===== src/rtl/rr_arbiter8_if.sv =====
// Request/grant bundle between requesters and the 8-channel round-robin arbiter.
interface rr_arbiter8_if;
    logic [7:0] req;
    logic       done;
    logic [2:0] gnt_idx;
    logic       gnt_valid;
    logic       timeout;

    // Requester side: drives requests and release, observes the grant.
    modport master (
        output req,
        output done,
        input  gnt_idx,
        input  gnt_valid,
        input  timeout
    );

    // Arbiter side.
    modport slave (
        input  req,
        input  done,
        output gnt_idx,
        output gnt_valid,
        output timeout
    );
endinterface


===== src/rtl/rr_arbiter8.sv =====
// 8-channel round-robin arbiter with a registered binary grant index.
// A release always costs one IDLE cycle (gnt_valid=0) before the next grant,
// giving the downstream 3-to-8 decoder a clean gap.
// Optional watchdog: define ARB_TIMEOUT_EN to force-release a grant held
// for TIMEOUT_CYCLES cycles; otherwise grants are held until released.
module rr_arbiter8 #(
    parameter int unsigned TIMEOUT_CYCLES = 16
) (
    input  logic          clk,
    input  logic          rst,
    rr_arbiter8_if.slave  bus
);

    localparam int unsigned N     = 8;
    localparam int unsigned IDX_W = 3;
`ifdef ARB_TIMEOUT_EN
    localparam int unsigned CNT_W = 8;
`endif

    typedef enum logic {
        IDLE  = 1'b0,
        GRANT = 1'b1
    } state_t;

    // Reject out-of-range watchdog lengths at elaboration.
    if (TIMEOUT_CYCLES < 2 || TIMEOUT_CYCLES > 255) begin : g_bad_timeout
        $error("rr_arbiter8: TIMEOUT_CYCLES must be in 2..255");
    end

    state_t             state_q, state_d;
    logic [IDX_W-1:0]   ptr_q, ptr_d;
    logic [IDX_W-1:0]   gnt_idx_q, gnt_idx_d;
    logic               gnt_valid_q, gnt_valid_d;
    logic               timeout_q, timeout_d;
`ifdef ARB_TIMEOUT_EN
    logic [CNT_W-1:0]   cnt_q, cnt_d;
`endif

    logic [IDX_W-1:0]   sel_c;
    logic               hit_c;
    logic               rel_c;
    logic               force_c;

    // Rotating priority scan: first set request starting at ptr, wrapping mod 8.
    always_comb begin
        sel_c = ptr_q;
        hit_c = |bus.req;
        for (int i = N - 1; i >= 0; i--) begin
            if (bus.req[ptr_q + IDX_W'(i)]) begin
                sel_c = ptr_q + IDX_W'(i);
            end
        end
    end

    // Normal release: grantee signals done or drops its request.
    assign rel_c = bus.done | ~bus.req[gnt_idx_q];

`ifdef ARB_TIMEOUT_EN
    assign force_c = (cnt_q == CNT_W'(TIMEOUT_CYCLES - 1));
`else
    assign force_c = 1'b0;
`endif

    // State and output registers with synchronous reset.
    always_ff @(posedge clk) begin
        if (rst) begin
            state_q     <= IDLE;
            ptr_q       <= '0;
            gnt_idx_q   <= '0;
            gnt_valid_q <= 1'b0;
            timeout_q   <= 1'b0;
`ifdef ARB_TIMEOUT_EN
            cnt_q       <= '0;
`endif
        end else begin
            state_q     <= state_d;
            ptr_q       <= ptr_d;
            gnt_idx_q   <= gnt_idx_d;
            gnt_valid_q <= gnt_valid_d;
            timeout_q   <= timeout_d;
`ifdef ARB_TIMEOUT_EN
            cnt_q       <= cnt_d;
`endif
        end
    end

    // Next-state logic.
    always_comb begin
        state_d = state_q;
        case (state_q)
            IDLE:    if (hit_c) state_d = GRANT;
            GRANT:   if (rel_c || force_c) state_d = IDLE;
            default: state_d = IDLE;
        endcase
    end

    // Next values of the registered outputs, pointer and watchdog counter.
    always_comb begin
        ptr_d       = ptr_q;
        gnt_idx_d   = gnt_idx_q;
        gnt_valid_d = 1'b0;
        timeout_d   = 1'b0;
`ifdef ARB_TIMEOUT_EN
        cnt_d       = cnt_q;
`endif
        case (state_q)
            IDLE: begin
                if (hit_c) begin
                    gnt_idx_d   = sel_c;
                    gnt_valid_d = 1'b1;
                    ptr_d       = sel_c + IDX_W'(1);
`ifdef ARB_TIMEOUT_EN
                    cnt_d       = '0;
`endif
                end
            end
            GRANT: begin
                if (rel_c) begin
                    timeout_d = 1'b0;
                end else if (force_c) begin
                    timeout_d = 1'b1;
                end else begin
                    gnt_valid_d = 1'b1;
`ifdef ARB_TIMEOUT_EN
                    cnt_d       = cnt_q + CNT_W'(1);
`endif
                end
            end
            default: begin
                gnt_valid_d = 1'b0;
            end
        endcase
    end

    assign bus.gnt_idx   = gnt_idx_q;
    assign bus.gnt_valid = gnt_valid_q;
    assign bus.timeout   = timeout_q;

endmodule


===== src/flat_wrapper.sv =====
// flat-port wrapper written by rule: the top's interface ports become plain ports
module rr_arbiter8_flat 
#(
    parameter int unsigned TIMEOUT_CYCLES = 16
)
  (clk, rst, bus_req, bus_done, bus_gnt_idx, bus_gnt_valid, bus_timeout);
  rr_arbiter8_if bus_i ();
  input  logic clk;
  input  logic rst;
  input wire logic [$bits(bus_i.req)-1:0] bus_req;
  input wire logic [$bits(bus_i.done)-1:0] bus_done;
  output wire logic [$bits(bus_i.gnt_idx)-1:0] bus_gnt_idx;
  output wire logic [$bits(bus_i.gnt_valid)-1:0] bus_gnt_valid;
  output wire logic [$bits(bus_i.timeout)-1:0] bus_timeout;
  assign bus_i.req = bus_req;
  assign bus_i.done = bus_done;
  assign bus_gnt_idx = bus_i.gnt_idx;
  assign bus_gnt_valid = bus_i.gnt_valid;
  assign bus_timeout = bus_i.timeout;
  rr_arbiter8 #(.TIMEOUT_CYCLES(TIMEOUT_CYCLES)) u_core (.clk(clk), .rst(rst), .bus(bus_i));
endmodule

===== config.mk =====
export PLATFORM = sky130hd
export DESIGN_NAME = rr_arbiter8_flat
export DESIGN_NICKNAME = d
export VERILOG_FILES = /design/src/rtl/rr_arbiter8_if.sv /design/src/rtl/rr_arbiter8.sv /design/src/flat_wrapper.sv
export SDC_FILE = /design/constraint.sdc
export NUM_CORES = 1
export LEC_CHECK = 0
export ABC_AREA = 1
export CAP_MARGIN = 10
export CORE_MARGIN = 2
export CORE_UTILIZATION = 57
export DETAILED_ROUTE_END_ITERATION = 10
export PLACE_DENSITY_LB_ADDON = 0.15
export RECOVER_POWER = 25
export SLEW_MARGIN = 20
export SYNTH_ARGS = -nofsm -noshare
export SYNTH_HDL_FRONTEND = slang
export SYNTH_SLANG_ARGS = --single-unit

===== constraint.sdc =====
create_clock -name clk -period 7.07 [get_ports clk]
set_input_delay 0.707 -clock clk [delete_from_list [all_inputs] [get_ports clk]]
set_output_delay 0.707 -clock clk [all_outputs]
set_load 0.05 [all_outputs]

**After elaboration in Yosys (flattened, before gate mapping)**

Cells that the tools add are included.

- Add/subtract/negate cells: 8
- $lt $le $gt $ge: 9
- Mux-type cells: 29
- Bitwise gates (word level): 3
- Reductions and logical operators: 2

Operator list:

| cell | count |
|---|---|
| $lt 3x4->1 const B | 9 |
| $bmux 1 s3 | 9 |
| $mux 3 | 8 |
| $add 3x3->3 const B | 4 |
| $mux 1 | 11 |
| $reduce_or 8->1 | 1 |
| $add 3x1->3 const B | 2 |
| $add 3x2->3 const B | 2 |
| $not 1->1 | 2 |
| $pmux 1 s2 | 1 |
| $reduce_and 2->1 | 1 |
| $or 1x1->1 | 1 |

- Register bits: 7
- Output and inout bits: 5
- Logic and storage cells: 54

**Longest topological paths before layout**

Gate-level depths: netlist of run 1.

- Depth in word-level cells: 12
- Mapped depth: 24
- Gate-level depth less buffers: 24

**Worst setup path after synthesis of run 1**

OpenSTA, ideal clock, no wires.

- Path kind: register to register
- From: reg u_core.ptr_q[0]
- To: reg u_core.ptr_q[1]
- Data arrival time: 2.128 ns
- Required time: 6.947 ns
- Slack: 4.819 ns
- Cell stages (with the launch flop): 20
- Buffers on the path: 0
- Clock period less this slack: 2.251 ns
- Path through: dfxtp_1 -> inv_2 -> ha_1 -> inv_2 -> nand3_1 -> nand3_1 -> nand2_1 -> nand2_1 -> nand3_1 -> nand2_1 -> nand2_1 -> nand2_1 -> nand2_1 -> nand2_1 -> nand2_1 -> nand2_1 -> inv_1 -> ha_1 -> o21ai_0 -> a21oi_1

- Word-level cells in the longest chain between the ends: 12

RTL lines:

| element | RTL line | RTL |
|---|---|---|
| start: declaration | rr_arbiter8.sv:31 | `logic [IDX_W-1:0] ptr_q, ptr_d;` |
| start signal: assignment | rr_arbiter8.sv:77 | `ptr_q <= ptr_d;` |
| $add 3x3->3 | rr_arbiter8.sv:49, rr_arbiter8.sv:50 |  |
| $bmux 1 s3 | rr_arbiter8.sv:49 | `if (bus.req[ptr_q + IDX_W'(i)]) begin` |
| $mux 1 (implied by the code) | rr_arbiter8.sv:49 |  |
| $mux 3 (7 in series) | rr_arbiter8.sv:49 |  |
| $mux 3 (*) | rr_arbiter8.sv:49 |  |
| net u_core.sel_c[1] | rr_arbiter8.sv:39 | `logic [IDX_W-1:0] sel_c;` |
| $add 3x1->3 (*) | rr_arbiter8.sv:111 | `ptr_d = sel_c + IDX_W'(1);` |

The timed path passes the listed nets; every way through them passes the cells marked *. The select of a mux whose other input is x is not followed.
A chain may end at the register's enable or synchronous reset.

**Worst setup path in the final report of run 1**

- From: reg u_core.ptr_q[1]
- To: reg u_core.ptr_q[1]

The elaborated chain is that of the path after synthesis.

==> results of run 1 <==
[placed cells by master, fill, tap and decap left out, types with 2 or more instances in the layout]
cell             netlist  routed
inv_1                 24      24
dfxtp_1                7       7
nand3_1               33      33
nor4_1                 2       2
nor2_1                 3       3
nand3_2                3       3
a21oi_1               13      13
clkdlybuf4s50_1        0      12
o21ai_0                4       4
nand2_2                3       3
ha_1                   3       3
nand2_1               69      69
dlygate4sd3_1          0       2
inv_2                  3       3
clkbuf_4               0       3
[state kept, by name, indices dropped and copies added, names as in the netlist]
signal,cells
u_core.ptr_q,3
u_core.bus.gnt_idx,3
u_core.state_q,1
[worst max-delay path, delay by kind of cell, from the launching register on]
family	cells	cell delay [ns]
flops	1	0.58
simple gates	10	0.80
buf+inv	3	0.39
fa+ha+maj	2	0.76
compound gates	3	0.27
[cell type report]
cell class	count	area share, %
Timing Repair Buffer	14	12.28
Inverter	27	8.882
Multi-Input combinational cell	144	62.39
Clock buffer	4	2.303
Sequential cell	7	12.28
Tap cell	17	1.864
[how the worst max path moves through the flow]
| stage | end | slack [ns] | cells past startpoint |
|---|---|---|---|
| 6_report | u_core.ptr_q[1]$_SDFFE_PP0P_ | 4.14 | 18 |
| 5_1_grt | u_core.ptr_q[1]$_SDFFE_PP0P_ | 3.93 | 19 |
| 4_1_cts | u_core.ptr_q[1]$_SDFFE_PP0P_ | 4.20 | 19 |
| 3_5_place_dp | u_core.ptr_q[1]$_SDFFE_PP0P_ | 4.19 | 17 |
| 3_3_place_gp | u_core.ptr_q[1]$_SDFFE_PP0P_ | 4.19 | 17 |
| 2_1_floorplan | u_core.ptr_q[1]$_SDFFE_PP0P_ | 4.82 | 19 |
[layer usage]
metal | global-route usage, % | vias up | wire (um)
met1 | 33.57 | 548 | 1126
met2 | 51.27 | 38 | 1360
li1 | - | 617 | -
met5 | 0 | - | 0
met4 | 10.86 | 0 | 21
met3 | 1.587 | 4 | 99
[kinds of logic (layout without fill, tap and decap cells)]
family / after synthesis / in the layout / share of synthesized area [%]
simple gates: 115 / 115 / 51.32
buf+inv: 31 / 45 / 14.34
compound gates: 22 / 22 / 12.71
flops: 7 / 7 / 14.09
fa+ha+maj: 3 / 3 / 3.774
xor+xnor: 3 / 3 / 3.397
other cells: 1 / 1 / 0.3770
[through the flow]
step           hold WS [ns]  power [W]
5_1_grt              0.5407  0.0007161
3_3_place_gp         0.4921  0.0005958
3_5_place_dp         0.4944  0.0006043
4_1_cts              0.5044  0.0006430
6_report             0.5026  0.0006473
2_1_floorplan        0.5700  0.0005071
[power by group]
group / switching (W) / internal [W] / total (W)
Clock: 0.0000156 / 0.0000216 / 0.0000372
Combinational: 0.000335 / 0.000185 / 0.000520
Sequential: 0.0000342 / 0.0000556 / 0.0000899
Total: 0.000385 / 0.000262 / 0.000647
==> impl_metrics.ini, run 1 <==
[global_route]
grt_use_total_pct = 27.96
grt_overflow_total = 0
grt_start_max_net_pins = 13
antenna_found_initial = 0
grt_pass1_vias = 1093
grt_pass1_wl_um = 4388

[clock_tree]
clock-root-buffer = clkbuf_4
post-cts-setup-buffers = 0
cts_max_path_buffers = 2
cts_resized = 0
numCtsBuffers = 3
path_clk_slew_ns = 0.05
clock-sinks = 7
insertion_delay_ns = 0.25
cts_tree = yes
hold_buffers = 0
htreeDepth = 1

[synth]
yosysTopAreaCellShare_pct = 26.04
yosys.area.top_type = nand2_1
syn-num-nets = 196
synth.most_common_cell = nand2_1
yosysWarnings = 0
syn_inst = 182
ys_types = 25
synthArstFlopShare_pct = 0
syn_area_um2 = 994.7
synth_edf_count = 0
yosysSeqAreaShare_pct = 14.09
synthFlopType = dfxtp_1
synth_commonest_cells = nand2_1 (69), nand3_1 (33), inv_1 (24), a21oi_1 (13), dfxtp_1 (7)
syn_avg_cell_area_um2 = 5.465
synthTopCellsByArea = nand2_1 (26%), nand3_1 (17%), dfxtp_1 (14%), inv_1 (9.1%), a21oi_1 (6.5%)
ys_ff_latch = 7

[cells_and_area]
seq_area_um2 = 140.1
fillCellCount = 165
drive_gt1_share_pct = 7.143
syn_to_final_growth_pct = 14.72
stdcell_count = 213
final_util_pct = 67.56
fin_nets = 211
diodes = 0
multiInputGateArea_um2 = 711.9
design_area_mm2 = 0.001141

[hold_path]
min_path_type = reg -> reg
holdCritStartpoint = u_core.state_q$_SDFF_PP0_
whs_path_depth = 2
hold_end = u_core.state_q$_SDFF_PP0_

[routing]
postRouteWirelength_um = 2607
first_iter_violations = 37
drc_errors = 0
vias = 1207
via_per_inst = 5.667
ant_nets = 0
wire_per_inst_um = 12.24
firstDrtPassIters = 4

[critical_path]
crit_top_cell = nand2_1
worstSetupStartpoint = u_core.ptr_q[1]$_SDFFE_PP0P_
r2r_end = u_core.ptr_q[1]$_SDFFE_PP0P_
reg2regPathDepth = 18
critPathArrivalTime_ns = 3.06
critPathMaxFanout = 12
worstSetupPathType = reg -> reg
r2r_start = u_core.ptr_q[1]$_SDFFE_PP0P_
cp_slowest_cell = dfxtp_1
cp-start-kind = flop
rrSetupSlack_ns = 4.14
cp_slowest_stage_delay_ns = 0.58
cp_cell_sequence = inv_1, ha_1, inv_2, nand3_1, nand3_1, nand2_1, a21oi_1, nand2_1, nand2_1, nand2_1, nand2_1, nand2_1, nand2_1, nand2_1, inv_1, ha_1, o21ai_0, a21oi_1
worstPathRequired_ns = 7.20
cp-end-kind = flop

[placed_design]
hpwl_um = 2107
pre_cts_ws_ns = 4.190
placed_area_mm2 = 0.001115
placed_cells = 209
io_buffers = 14
finalWeightedCongestion = 0.9571

[sta]
timing.setup.tns_ns = 0
timing.fmax_mhz = 341.1
slew-limit-headroom_pct = 66.48
finClkSkew_ns = 0.005649
worst-slew-pin-transition_ns = 0.5012
period_needed_ns = 2.932
fin_crit_sh_pct = 41.46
setup-violations-final = 0
slew_violations = 0
finalHoldViolCount = 0
setup_ws_ns = 4.138
rsz0062_at_grt = false

[power_and_ir_drop]
vdd_drop_max_mv = 0.3527
leakage_nw = 0.6424
power.density_mw_per_mm2 = 567.2

[floorplanning]
dieArea_mm2 = 0.002095
rows = 15
die_y_um = 45.78
chipWidth_um = 45.78
io_pins = 16
start_util_pct = 58.89
core_mm2 = 0.001689

[status]
outcome = completed

[job]
drv_cap = 0
Power figures use the tool's default switching activity.
==> run 2: changes to the inputs <==
--- a/config.mk
+++ b/config.mk
@@ -8,7 +8,7 @@
 export ABC_AREA = 1
 export CAP_MARGIN = 10
 export CORE_MARGIN = 2
-export CORE_UTILIZATION = 57
+export CORE_UTILIZATION = 53
 export DETAILED_ROUTE_END_ITERATION = 10
 export PLACE_DENSITY_LB_ADDON = 0.15
 export RECOVER_POWER = 25
==> constraint.sdc (replaced) <==
create_clock -name clk -period 2.7 [get_ports clk]
set_input_delay 0.27 -clock clk [delete_from_list [all_inputs] [get_ports clk]]
set_output_delay 0.27 -clock clk [all_outputs]
set_load 0.05 [all_outputs]
==> impl_metrics.ini, run 2 (synthesized netlist as in run 1, its figures left out) <==
[cells_and_area]
final_common_cell = nand2_1
fillCellCount = 163
mostFrequentLayoutCells = nand2_1 (69), nand3_1 (33), inv_1 (24)
drive_gt1_share_pct = 9.045
fin_nets = 214
design_area_mm2 = 0.001176
syn_to_final_growth_pct = 18.24
diodes = 0
stdcell_count = 224

[global_route]
grt_start_max_net_pins = 12
grt_use_total_pct = 26.51
grt_pass1_wl_um = 4305
grt_pass1_vias = 1018
grt_overflow_total = 0
antenna_found_initial = 0

[power_and_ir_drop]
leakage_nw = 0.6539
switching_share_pct = 58.70
seq_power_share_pct = 11.5
power_frac_comb_pct = 83.0
vdd_drop_max_mv = 0.7411
total_power_w = 0.001732
power.density_mw_per_mm2 = 1473
p_sw_w = 0.001017
p_int_w = 0.0007152
clkPwrFrac_pct = 5.5

[sta]
setup-violations-final = 0
finalHoldViolCount = 0
finClkSkew_ns = 0.004035
fin_crit_sh_pct = 89.59
period_needed_ns = 2.419
slew_violations = 0
worst-slew-pin-transition_ns = 0.4965
rsz0062_at_grt = false
slew-limit-headroom_pct = 66.79
timing.fmax_mhz = 413.4
timing.setup.tns_ns = 0
whs_ns = 0.5044

[placed_design]
placed_cells = 220
hpwl_um = 2052
placed_area_mm2 = 0.001147
io_buffers = 14
finalWeightedCongestion = 1.002

[floorplanning]
rows = 15
start_util_pct = 56.99
core_mm2 = 0.001745
die_y_um = 47.32
chipWidth_um = 47.32
dieArea_mm2 = 0.002239
io_pins = 16

[critical_path]
cp_slowest_stage_delay_ns = 0.34
critPathMaxFanout = 10
rrSetupSlack_ns = 0.28
cp-end-kind = flop
crit_top_cell = nand2_1
worstSetupPathType = reg -> reg
r2r_start = u_core.ptr_q[0]$_SDFFE_PP0P_
worstPathRequired_ns = 2.83
cp_cell_sequence = inv_2, ha_2, inv_2, nand3_1, nand3_1, nand2_1, a21oi_1, nand2_1, nand2_1, nand2_1, nand2_1, nand2_1, nand2_1, inv_1, ha_1, o21ai_0, a21oi_1
critPathArrivalTime_ns = 2.55
cp-start-kind = flop
cp_slowest_cell = ha_2
r2r_end = u_core.ptr_q[1]$_SDFFE_PP0P_
reg2regPathDepth = 17

[clock_tree]
htreeDepth = 1
numCtsBuffers = 3
cts_max_path_buffers = 2
insertion_delay_ns = 0.25
clock-root-buffer = clkbuf_4
path_clk_slew_ns = 0.06
clock-sinks = 7
cts_tree = yes

[status]
outcome = completed

[routing]
postRouteWirelength_um = 2631
vias = 1204
first_iter_violations = 44
drc_errors = 0
ant_nets = 0
firstDrtPassIters = 4
wire_per_inst_um = 11.75
via_per_inst = 5.375

[hold_path]
min_path_type = reg -> reg
whs_path_depth = 2
holdCritStartpoint = u_core.state_q$_SDFF_PP0_
hold_end = u_core.state_q$_SDFF_PP0_

[job]
drv_cap = 0
run 2: power groups by stage:
| stage | logic, W | clock network (W) | registers (W) |
|---|---|---|---|
| 2_1_floorplan | 0.00106 | 0 | 0.000266 |
| 3_3_place_gp | 0.00138 | 0 | 0.000199 |
| 3_5_place_dp | 0.00141 | 0 | 0.000201 |
| 4_1_cts | 0.00142 | 0.0000971 | 0.000199 |
| 5_1_grt | 0.00162 | 0.000107 | 0.000206 |
| 6_report | 0.00144 | 0.0000948 | 0.000199 |
run 2: per-layer routing:
| metal | track usage, % | wire, um | vias to the layer above |
|---|---|---|---|
| met2 | 46.22 | 1269 | 56 |
| met1 | 33.86 | 1133 | 518 |
| met5 | 0 | 0 | - |
| li1 | - | - | 622 |
| met4 | 7.778 | 43 | 0 |
| met3 | 3.077 | 185 | 8 |
run 2: cell type report:
type / instances / area, um^2 / share of cell area, %
clock buffers: 4 / 26.28 / 2.234
well taps: 25 / 31.28 / 2.660
repair buffers: 17 / 162.7 / 13.83
inverters: 27 / 101.3 / 8.617
flip-flops and latches: 7 / 140.1 / 11.91
multi-input cells: 144 / 714.4 / 60.74
run 2: worst max path at each step:
| stage | endpoint | cells past startpoint | start | slack [ns] |
|---|---|---|---|---|
| 2_1_floorplan | u_core.ptr_q[1]$_SDFFE_PP0P_ | 19 | u_core.ptr_q[0]$_SDFFE_PP0P_ | 0.45 |
| 3_5_place_dp | u_core.ptr_q[1]$_SDFFE_PP0P_ | 17 | bus_req[2] | 0.26 |
| 3_3_place_gp | u_core.ptr_q[1]$_SDFFE_PP0P_ | 17 | bus_req[2] | 0.33 |
| 4_1_cts | u_core.ptr_q[1]$_SDFFE_PP0P_ | 17 | u_core.ptr_q[0]$_SDFFE_PP0P_ | 0.25 |
| 6_report | u_core.ptr_q[1]$_SDFFE_PP0P_ | 17 | u_core.ptr_q[0]$_SDFFE_PP0P_ | 0.28 |
| 5_1_grt | u_core.ptr_q[2]$_SDFFE_PP0P_ | 19 | u_core.ptr_q[0]$_SDFFE_PP0P_ | 0.04 |
run 2: per-stage QoR:
stage | worst slack, ns | util, %
floorplan | 0.4490 | -
global placement | 0.3298 | 65.73
detailed placement | 0.2580 | 65.73
CTS | 0.2465 | 67.24
global route | 0.04366 | 67.38
finish | 0.2810 | 67.38
run 2: what timing repair did:
item,CTS,global route
gates resized for setup,0,1
setup endpoints to repair,0,2
hold buffers,0,0
setup buffers,0,0
run 2: critical path, delay by kind of cell, from the launching register on:
family	cells	cell delay (ns)
flip-flops	1	0.31
AO/OA/AOI/OAI	3	0.37
adder cells (fa/ha/maj)	2	0.62
AND/OR/NAND/NOR	9	0.68
buffers and inverters	3	0.30
==> run 3: changes to the inputs <==
--- a/config.mk
+++ b/config.mk
@@ -12,7 +12,7 @@
 export DETAILED_ROUTE_END_ITERATION = 10
 export PLACE_DENSITY_LB_ADDON = 0.15
 export RECOVER_POWER = 25
-export SLEW_MARGIN = 20
+export REMOVE_ABC_BUFFERS = 1
 export SYNTH_ARGS = -nofsm -noshare
 export SYNTH_HDL_FRONTEND = slang
 export SYNTH_SLANG_ARGS = --single-unit
==> impl_metrics.ini, run 3 (synthesized netlist as in run 1, its figures left out) <==
[critical_path]
rrSetupSlack_ns = 0.30
cp-end-kind = flop
r2r_start = u_core.ptr_q[0]$_SDFFE_PP0P_
worstSetupPathType = reg -> reg
worstPathRequired_ns = 2.85
reg2regPathDepth = 17
worstSetupStartpoint = u_core.ptr_q[0]$_SDFFE_PP0P_
critPathArrivalTime_ns = 2.54
r2r_end = u_core.ptr_q[1]$_SDFFE_PP0P_
cp-start-kind = flop
critPathMaxFanout = 10

[floorplanning]
dieArea_mm2 = 0.002239
chipWidth_um = 47.32
core_mm2 = 0.001745
start_util_pct = 56.99
io_pins = 16
rows = 15
die_y_um = 47.32

[routing]
via_per_inst = 5.424
drc_errors = 0
firstDrtPassIters = 4
wire_per_inst_um = 11.79
ant_nets = 0
postRouteWirelength_um = 2642
first_iter_violations = 38
vias = 1215

[clock_tree]
hold_buffers = 0
path_clk_slew_ns = 0.06
cts_tree = yes
cts_resized = 0
clock-root-buffer = clkbuf_4
cts_max_path_buffers = 2
numCtsBuffers = 3
htreeDepth = 1
insertion_delay_ns = 0.26
clock-sinks = 7
post-cts-setup-buffers = 0

[sta]
period_needed_ns = 2.397
finalHoldViolCount = 0
timing.setup.tns_ns = 0
slew-limit-headroom_pct = 66.76
timing.fmax_mhz = 417.2
finClkSkew_ns = 0.007816
fin_crit_sh_pct = 88.78
setup-violations-final = 0
setup_ws_ns = 0.3030
rsz0062_at_grt = false
whs_ns = 0.5037
slew_violations = 0
worst-slew-pin-transition_ns = 0.4970

[cells_and_area]
mostFrequentLayoutCells = nand2_1 (69), nand3_1 (33), inv_1 (24)
fin_nets = 214
diodes = 0
drive_gt1_share_pct = 9.045
final_common_cell = nand2_1
syn_to_final_growth_pct = 18.24
stdcell_count = 224

[placed_design]
hpwl_um = 2090
io_buffers = 14
pre_cts_ws_ns = 0.2606
placed_cells = 220
finalWeightedCongestion = 0.9455

[global_route]
grt_start_max_net_pins = 12
grt_pass1_wl_um = 4160
grt_use_total_pct = 25.95
grt_pass1_vias = 990
grt_overflow_total = 0
antenna_found_initial = 0

[hold_path]
whs_path_depth = 2
hold_end = u_core.state_q$_SDFF_PP0_
holdCritStartpoint = u_core.state_q$_SDFF_PP0_
min_path_type = reg -> reg

[power_and_ir_drop]
leakage_nw = 0.6539
total_power_w = 0.001753
power.density_mw_per_mm2 = 1491
vdd_drop_max_mv = 0.8803

[job]
drv_cap = 0

[status]
outcome = completed
-- run 3: routing by layer --
metal,routed length [um],track usage [%]
met5,0,0
met1,1149,32.72
met3,180,5.769
met4,44,5.556
met2,1267,44.86
-- run 3: final cells by class --
class	count	area, um^2
Tap cell	25	31.28
Multi-Input combinational cell	144	714.4
Inverter	27	101.3
Sequential cell	7	140.1
Timing Repair Buffer	17	162.7
Fill cell	180	569.3
Clock buffer	4	26.28
-- run 3: worst max-delay path, stage by stage (launching register included) --
cell and delay, ns:
dfxtp_1 0.31, inv_2 0.14, ha_2 0.34, inv_2 0.12
nand3_1 0.11, nand3_1 0.14, nand2_1 0.10, a21oi_1 0.15
nand2_1 0.06, nand2_1 0.05, nand2_1 0.05, nand2_1 0.06
nand2_1 0.05, nand2_1 0.08, inv_1 0.05, ha_1 0.27
o21ai_0 0.16, a21oi_1 0.05
-- run 3: metrics by stage --
stage          area [um^2]  util (%)
2_1_floorplan        953.4         -
3_3_place_gp          1147     65.73
3_5_place_dp          1147     65.73
4_1_cts               1174     67.24
5_1_grt               1176     67.38
6_report              1176     67.38
-- run 3: how the worst max path moves through the flow --
stage,slack (ns),depth (start not counted),endpoint
3_5_place_dp,0.26,17,u_core.ptr_q[1]$_SDFFE_PP0P_
4_1_cts,0.26,17,u_core.ptr_q[1]$_SDFFE_PP0P_
5_1_grt,0.05,21,u_core.ptr_q[2]$_SDFFE_PP0P_
6_report,0.30,17,u_core.ptr_q[1]$_SDFFE_PP0P_
3_3_place_gp,0.31,17,u_core.ptr_q[1]$_SDFFE_PP0P_
2_1_floorplan,0.23,19,u_core.ptr_q[1]$_SDFFE_PP0P_
-- run 3: power breakdown --
part	switching, W	internal (W)	leakage [nW]
registers	0.0000550	0.000146	0.0583
clock network	0.0000423	0.0000566	0.0150
logic	0.000942	0.000512	0.581
